===== src/rtl/result_select_pipe.sv =====
// result_select_pipe: picks one of NUM_IN valid/ready result channels, either
// by a directed index or by round-robin, and registers it in a one-entry
// output stage. The output stage can drain and refill in the same cycle, so
// back-to-back transfers run without bubbles.
module result_select_pipe #(
  parameter int N      = 32,
  parameter int NUM_IN = 8,
  localparam int SEL_W = $clog2(NUM_IN)
) (
  input  logic                clk,
  input  logic                rst,
  input  logic [NUM_IN*N-1:0] in_data,
  input  logic [NUM_IN-1:0]   in_valid,
  output logic [NUM_IN-1:0]   in_ready,
  input  logic                mode,
  input  logic [SEL_W-1:0]    sel,
  output logic [N-1:0]        out_data,
  output logic [SEL_W-1:0]    out_sel,
  output logic                out_valid,
  input  logic                out_ready
);

  // Output register and round-robin pointer state.
  logic [N-1:0]     out_data_reg;
  logic [SEL_W-1:0] out_sel_reg;
  logic             out_valid_reg;
  logic [SEL_W-1:0] ptr_reg;
  logic [SEL_W-1:0] ptr_next;

  // Grant decision.
  logic             accept_en;
  logic             dir_in_range;
  logic             dir_hit;
  logic             rr_hit;
  logic [SEL_W-1:0] rr_idx;
  logic [SEL_W:0]   rr_pos;
  logic             grant_ok;
  logic [SEL_W-1:0] grant_idx;
  logic             xfer;

  // Per-channel view of the packed input bus.
  logic [N-1:0] ch_data [NUM_IN];

  genvar gi;
  generate
    for (gi = 0; gi < NUM_IN; gi++) begin : g_chan
      assign ch_data[gi] = in_data[gi*N +: N];
      // Only the granted channel sees ready; everything is held off in reset.
      assign in_ready[gi] = !rst && xfer && (grant_idx == SEL_W'(gi));
    end
  endgenerate

  // The output stage can take a new item if it is empty or being drained now.
  assign accept_en = !out_valid_reg || out_ready;

  // Directed select: an index past the last channel never grants, and the
  // in_valid lookup is masked so a non-power-of-two NUM_IN cannot produce X.
  assign dir_in_range = ({1'b0, sel} < (SEL_W+1)'(NUM_IN));
  assign dir_hit      = dir_in_range ? in_valid[sel] : 1'b0;

  // Round-robin search starting at ptr_reg with wrap-around; scanning from the
  // farthest offset down leaves the nearest valid channel as the winner.
  always_comb begin
    rr_hit = 1'b0;
    rr_idx = '0;
    rr_pos = '0;
    for (int k = NUM_IN - 1; k >= 0; k--) begin
      rr_pos = {1'b0, ptr_reg} + (SEL_W+1)'(k);
      if (rr_pos >= (SEL_W+1)'(NUM_IN)) begin
        rr_pos = rr_pos - (SEL_W+1)'(NUM_IN);
      end
      if (in_valid[rr_pos[SEL_W-1:0]]) begin
        rr_hit = 1'b1;
        rr_idx = rr_pos[SEL_W-1:0];
      end
    end
  end

  // Merge the two selection modes into one grant.
  always_comb begin
    grant_ok  = 1'b0;
    grant_idx = '0;
    if (mode) begin
      grant_ok  = rr_hit;
      grant_idx = rr_idx;
    end else begin
      grant_ok  = dir_hit;
      grant_idx = sel;
    end
  end

  // A grant always has in_valid set, so grant plus room means a transfer.
  assign xfer = grant_ok && accept_en;

  // Next round-robin start point is the channel just after the winner.
  assign ptr_next = (grant_idx == SEL_W'(NUM_IN - 1)) ? '0 : grant_idx + SEL_W'(1);

  // Output register load/drain and pointer advance.
  always_ff @(posedge clk) begin
    if (rst) begin
      out_valid_reg <= 1'b0;
      out_data_reg  <= '0;
      out_sel_reg   <= '0;
      ptr_reg       <= '0;
    end else begin
      if (xfer) begin
        out_data_reg  <= ch_data[grant_idx];
        out_sel_reg   <= grant_idx;
        out_valid_reg <= 1'b1;
        if (mode) begin
          ptr_reg <= ptr_next;
        end
      end else if (out_ready) begin
        out_valid_reg <= 1'b0;
      end
    end
  end

  assign out_data  = out_data_reg;
  assign out_sel   = out_sel_reg;
  assign out_valid = out_valid_reg;

endmodule


===== config.mk =====
export PLATFORM = sky130hd
export DESIGN_NAME = result_select_pipe
export DESIGN_NICKNAME = d
export VERILOG_FILES = /design/src/rtl/result_select_pipe.sv
export SDC_FILE = /design/constraint.sdc
export NUM_CORES = 1
export LEC_CHECK = 0
export CAP_MARGIN = 10
export CORE_MARGIN = 4
export CORE_UTILIZATION = 32
export CTS_CLUSTER_DIAMETER = 50
export CTS_CLUSTER_SIZE = 25
export DETAILED_ROUTE_END_ITERATION = 16
export PLACE_DENSITY_LB_ADDON = 0.12
export SLEW_MARGIN = 20
export SYNTH_ARGS = -nofsm -noshare
export SYNTH_HDL_FRONTEND = slang
export SYNTH_SLANG_ARGS = --single-unit

===== constraint.sdc =====
create_clock -name clk -period 4.2 [get_ports clk]
set_input_delay 0.84 -clock clk [delete_from_list [all_inputs] [get_ports clk]]
set_output_delay 0.84 -clock clk [all_outputs]
set_load 0.02 [all_outputs]

==> metrics.csv, run 1 <==
metric,value,unit
status,"complete, no violations",
cts_max_level,2,
hpwl,16900,um
min_period_over_period,98.0,%
ant_nets,0,
syn_area,4430,sq um
routedWlPerCell,23.1,um
initial_core_util,33.0,%
grt.overflow.total,0,
cts_tree,yes,
slowest_stage,mux4_2,
max_slew_margin,65.6,%
n_antenna_cell,0,
design.die.area,15800,sq um
final_cell_count_no_fill,887,
setup_viol_count_final,0,
drive_gt1_share,31.1,%
track_usage,25.0,%
yosysTopAreaCellShare,40.2,%
cts_hold_buf,0,
die_y,126,um
fin_nets,984,
p_leak,2.99,nW
drt-initial-drc-count,252,
finClkSkew,9.11,ps
worst_pin_slew,516,ps
rows,42,
cts_root_buf,clkbuf_16,
synthTopCellsByArea,"mux4_2, dfxtp_1, a221o_1, nor3b_2, nor2_1",
ys_warn_count,0,
worstPathRequired,3360,ps
critPathLaunchType,input port,
clock-sinks,39,
die_x,126,um
rsz0062_at_grt,yes,
path_buf_inv,6,
ir_drop,0.000168,V
vias_per_cell,5.55,
antenna_found_initial,0,
coreArea,13400,sq um
crit_fanout,6,
hold_viol_final,0,
critPathCaptureType,output port,
grt_pass1_vias,5249,
clock_path_buffers,2,
timing.final.crit_period,4110,ps
io_buffers,314,
hp-class,reg -> reg,
drt-total-wl,20500,um
area_delta_synth_final,88.5,%
gp_congestion,0.983,
timing.fmax,243,MHz
via_count,4924,
clkLatencyLatePin,280,ps
critPathMostFrequentCell,buf_4,
powerDensity,369,nW/um^2
grt_pass1_wl,31200,um
numCtsBuffers,5,
finalMaxSlewViolations,0,
avgSynthCellArea,12.0,sq um
synth_edf_count,0,
path_clk_slew,60,ps
ys_ff_latch,39,
ys_seq_area_share,17.6,%
critical_path_class,in -> out,
syn_nets,643,
synthDistinctLibCells,48,
async_reset_ff_share,0,%
synth_ff_type,dfxtp_1,
critPathTopFamily,buffers and inverters,
arrival,3270,ps
path_cells,dlygate4sd2_1 -> buf_4 -> mux4_2 -> mux2_2 -> buf_4 -> o2111ai_1 -> nand3_2 -> a31oi_4 -> inv_1 -> ha_1 -> inv_2 -> nor2_2 -> buf_4,
drt_drc_violations_left,0,
cpPeakStageDelay,460,ps
finalPower,3.08,mW
largest_reg_flops,32,
synth_top_area_cell,mux4_2,
ios,315,
drtPass1Iterations,6,
syn_inst,369,
max_cap_violations,0,
grt_max_degree,39,
post-place-cells,874,
==> where the power goes <==
part | internal [mW] | total (mW) | leakage [nW] | switching (mW)
Combinational | 1.23 | 2.18 | 2.60 | 0.955
Sequential | 0.458 | 0.508 | 0.323 | 0.0499
Clock | 0.222 | 0.389 | 0.0664 | 0.167
==> worst paths after layout <==
kind	from	cells past startpoint	slack (ps)	to
max	in_valid[7]	13	90	in_ready[7]
min reg2reg	out_data[23]	1	490	out_data[23]
max reg2reg	ptr_reg[0]	13	300	out_data[12]
min	out_data[23]	1	490	out_data[23]
==> what timing repair did <==
item                       4_1_cts  5_1_grt
buffers inserted                 3        2
gates resized for setup         58       25
pin swaps                        4        5
setup endpoints to repair       40       40
==> worst register-to-register path, delay by kind of cell, from the launching register on <==
kind	cells	cell delay, ps
mux	2	780
simple gates	1	170
fa+ha+maj	1	230
flops	1	370
compound gates	5	1190
buf+inv	3	850
xor+xnor	1	180
==> metrics by stage <==
step                cell area [sq um]  hold slack, ps  TNS, ps  util [%]  worst slack (ps)
floorplan                        4490             571        0         -              5.35
global placement                 8080             470   -21960      60.3              -803
detailed placement               8080             470   -23920      60.3              -839
CTS                              8270             489        0      61.7              12.2
global route                     8350             513     -214      62.3             -35.8
finish                           8350             490        0      62.3              85.6
==> kinds of logic (layout without fill, tap and decap cells) <==
kind of cell,count (synthesis),in the layout,share of synthesized area [%]
AO/OA/AOI/OAI,75,75,14.8
XOR/XNOR,5,5,1.16
adder cells (fa/ha/maj),3,3,0.848
buffers and inverters,48,390,5.74
flip-flops,39,39,17.6
multiplexers,96,96,44.3
AND/OR/NAND/NOR,103,103,15.5
==> layer usage <==
metal,global-route usage (%),part of all wire (%)
met1,30.4,38
met3,5.88,7.8
met5,0,0
met4,6.44,2.3
met2,44.7,52
==> area by class of cell <==
class                      instances  area [sq um]
multi-input combinational        282          3570
clock buffer                       5           125
fill                            1101          5050
timing repair buffer             373          3590
sequential                        39           782
inverter                           9          33.8
tap                              176           220
clock inverter                     3          23.8
==> cells in the mapped netlist, types with 2 or more instances <==
library cell   n
buf_4          4
a41oi_1        2
mux4_2        79
clkbuf_1      10
a211oi_1       5
mux2_2         8
nand2b_1       5
a2111oi_0      3
nor3b_2       22
nand3_1        3
nor3_1        10
a221oi_1       2
a31oi_1        4
a21oi_1        8
nor2b_1        5
a221o_1       32
nor2_1        27
inv_1          7
buf_2         17
buf_6          5
mux2i_1        8
buf_1          3
ha_1           3
xnor2_1        3
o21ai_1        5
and2_1         4
nand2_1       13
o2111ai_1      2
o21ai_0        3
nor3b_1       11
dfxtp_1       39
==> layout by cell type (no fill, tap or decap), types with 4 or more instances in the layout <==
cell / n
dfxtp_1: 38
nand2_1: 11
buf_4: 52
o21ai_1: 4
buf_2: 5
a21oi_1: 8
a211oi_1: 4
and2_1: 4
nor3b_1: 11
nor3b_2: 22
clkbuf_16: 5
mux2i_1: 8
inv_1: 6
a221o_1: 32
mux4_2: 79
buf_6: 5
nor2b_1: 5
mux2_2: 7
nor3_1: 7
clkbuf_2: 5
nor2_1: 22
clkdlybuf4s50_1: 298
Note: power is estimated with default switching activity, not from simulation.
==> inputs of run 2 (changes only) <==
--- a/config.mk
+++ b/config.mk
@@ -6,8 +6,10 @@
 export NUM_CORES = 1
 export LEC_CHECK = 0
 export CAP_MARGIN = 10
+export CELL_PAD_IN_SITES_DETAIL_PLACEMENT = 0
+export CELL_PAD_IN_SITES_GLOBAL_PLACEMENT = 1
 export CORE_MARGIN = 4
-export CORE_UTILIZATION = 32
+export CORE_UTILIZATION = 23
 export CTS_CLUSTER_DIAMETER = 50
 export CTS_CLUSTER_SIZE = 25
 export DETAILED_ROUTE_END_ITERATION = 16
==> run 2 against run 1 <==
First-iteration DRC count shrank 2.8%. Design area grew 4.4%. Sequential share of layout area shrank 0.38 points. Register-to-register slack lost 50 ps. Hold slack lost 5.2 ps. Critical path type unchanged.
==> metrics.csv, run 2 (synthesized netlist as in run 1, its figures left out) <==
metric,value,unit
finalPower,3.24,mW
fin_area,8720,sq um
clock-sinks,39,
cts_root_buf,clkbuf_16,
final-seq-area,783,sq um
timing.final.crit_period,4080,ps
grt.overflow.total,0,
antenna_found_initial,0,
hpwl,18200,um
cts_max_level,2,
slowest_stage,mux4_2,
ir_drop,0.000171,V
drt-total-wl,22500,um
grt_pass1_vias,5095,
clock_path_buffers,2,
grt_max_degree,61,
timing.fmax,245,MHz
track_usage,19.7,%
worst_pin_slew,623,ps
critical_path_class,in -> out,
grt_pass1_wl,32800,um
routedWlPerCell,22.7,um
arrival,3240,ps
ant_nets,0,
worstPathRequired,3360,ps
die_x,147,um
ios,315,
hold_viol_final,0,
design.die.area,21500,sq um
hold-path-endpoint,out_data[0],
busiest_layer,met2,
powerDensity,372,nW/um^2
max_cap_violations,0,
n_antenna_cell,0,
reg2reg_depth,12,
reg2reg_slack,250,ps
drive_gt1_share,34.8,%
initial_core_util,23.5,%
drt-initial-drc-count,245,
max_slew_margin,58.5,%
crit_fanout,8,
p_leak,3.13,nW
critPathLaunchType,input port,
critPathCaptureType,output port,
coreArea,18800,sq um
rr_startpoint,ptr_reg[2],
numCtsBuffers,5,
met1_usage,23.8,%
hp-class,reg -> reg,
path_cells,dlygate4sd2_1 -> mux4_2 -> buf_4 -> mux2i_4 -> nor3b_1 -> nor3_2 -> nand3_2 -> a31oi_4 -> buf_6 -> buf_4 -> nor3_4 -> buf_6,
rows,50,
mostFrequentLayoutCells,"clkdlybuf4s50_1, mux4_2, buf_4",
fin_util,46.3,%
drt_drc_violations_left,0,
path_clk_slew,60,ps
status,"complete, no violations",
multi_input_area,3620,sq um
cts_tree,yes,
r2r-end,out_data[5],
final_cell_count_no_fill,992,
final_common_cell,clkdlybuf4s50_1,
post-place-cells,973,
vias_per_cell,4.97,
fin_nets,1005,
die_y,147,um
via_count,4935,
io_buffers,314,
area_delta_synth_final,96.9,%
use_met3,5.31,%
dpl_cell_area,8330,sq um
clkLatencyLatePin,290,ps
largest_reg_flops,32,
use_met2,35.4,%
min_period_over_period,97.1,%
min_path_cells,1,
finClkSkew,7.92,ps
setup_viol_count_final,0,
finalMaxSlewViolations,0,
cts_hold_buf,0,
setup_tns,0,ps
gp_congestion,0.884,
cpPeakStageDelay,540,ps
drtPass1Iterations,4,
min_from,out_data[0],
fillers,1742,
==> run 2: report_power, final <==
part | internal [mW] | total (mW) | switching (mW)
Clock | 0.281 | 0.451 | 0.170
Combinational | 1.28 | 2.28 | 0.992
Sequential | 0.459 | 0.517 | 0.0579
==> run 2: how the worst max path moves through the flow <==
stage | cells past startpoint | from | to
floorplan | 15 | ptr_reg[1] | in_ready[2]
global placement | 13 | in_valid[4] | in_ready[5]
detailed placement | 13 | in_valid[4] | in_ready[5]
CTS | 13 | in_valid[2] | in_ready[5]
global route | 13 | in_valid[3] | out_data[24]
finish | 12 | in_valid[3] | in_ready[2]
==> run 2: timing repair <==
action                                  4_1_cts  5_1_grt
pin swaps                                     7       13
buffers inserted                              4        7
gates resized for setup                      68       43
endpoints found under the setup margin       40       40
endpoints found under the hold margin         0        0
==> run 2: cell type report <==
type,count,share of cell area [%]
clock inverters,3,0.502
well taps,260,3.73
inverters,9,0.388
clock buffers,5,1.44
flip-flops and latches,39,8.99
repair buffers,394,43.4
multi-input cells,282,41.6
==> run 2: critical path, delay by kind of cell <==
| family | cells | cell delay, ps |
|---|---|---|
| AO/OA/AOI/OAI | 1 | 100 |
| buffers and inverters | 5 | 940 |
| AND/OR/NAND/NOR | 4 | 620 |
| multiplexers | 2 | 730 |
==> run 2: stage by stage <==
step	hold slack, ps	setup slack (ps)
6_report	484	120
5_1_grt	503	-18.6
4_1_cts	488	7.52
3_5_place_dp	472	-889
3_3_place_gp	471	-827
2_1_floorplan	571	5.35
==> run 2: routing by layer <==
metal  wire length, um  vias up  share of wire [%]
met1              8780     2441                 39
li1                  -     2273                  -
met3              1590       18                7.1
met4               319        0                1.4
met2             11800      203                 53
met5                 0        -                  0
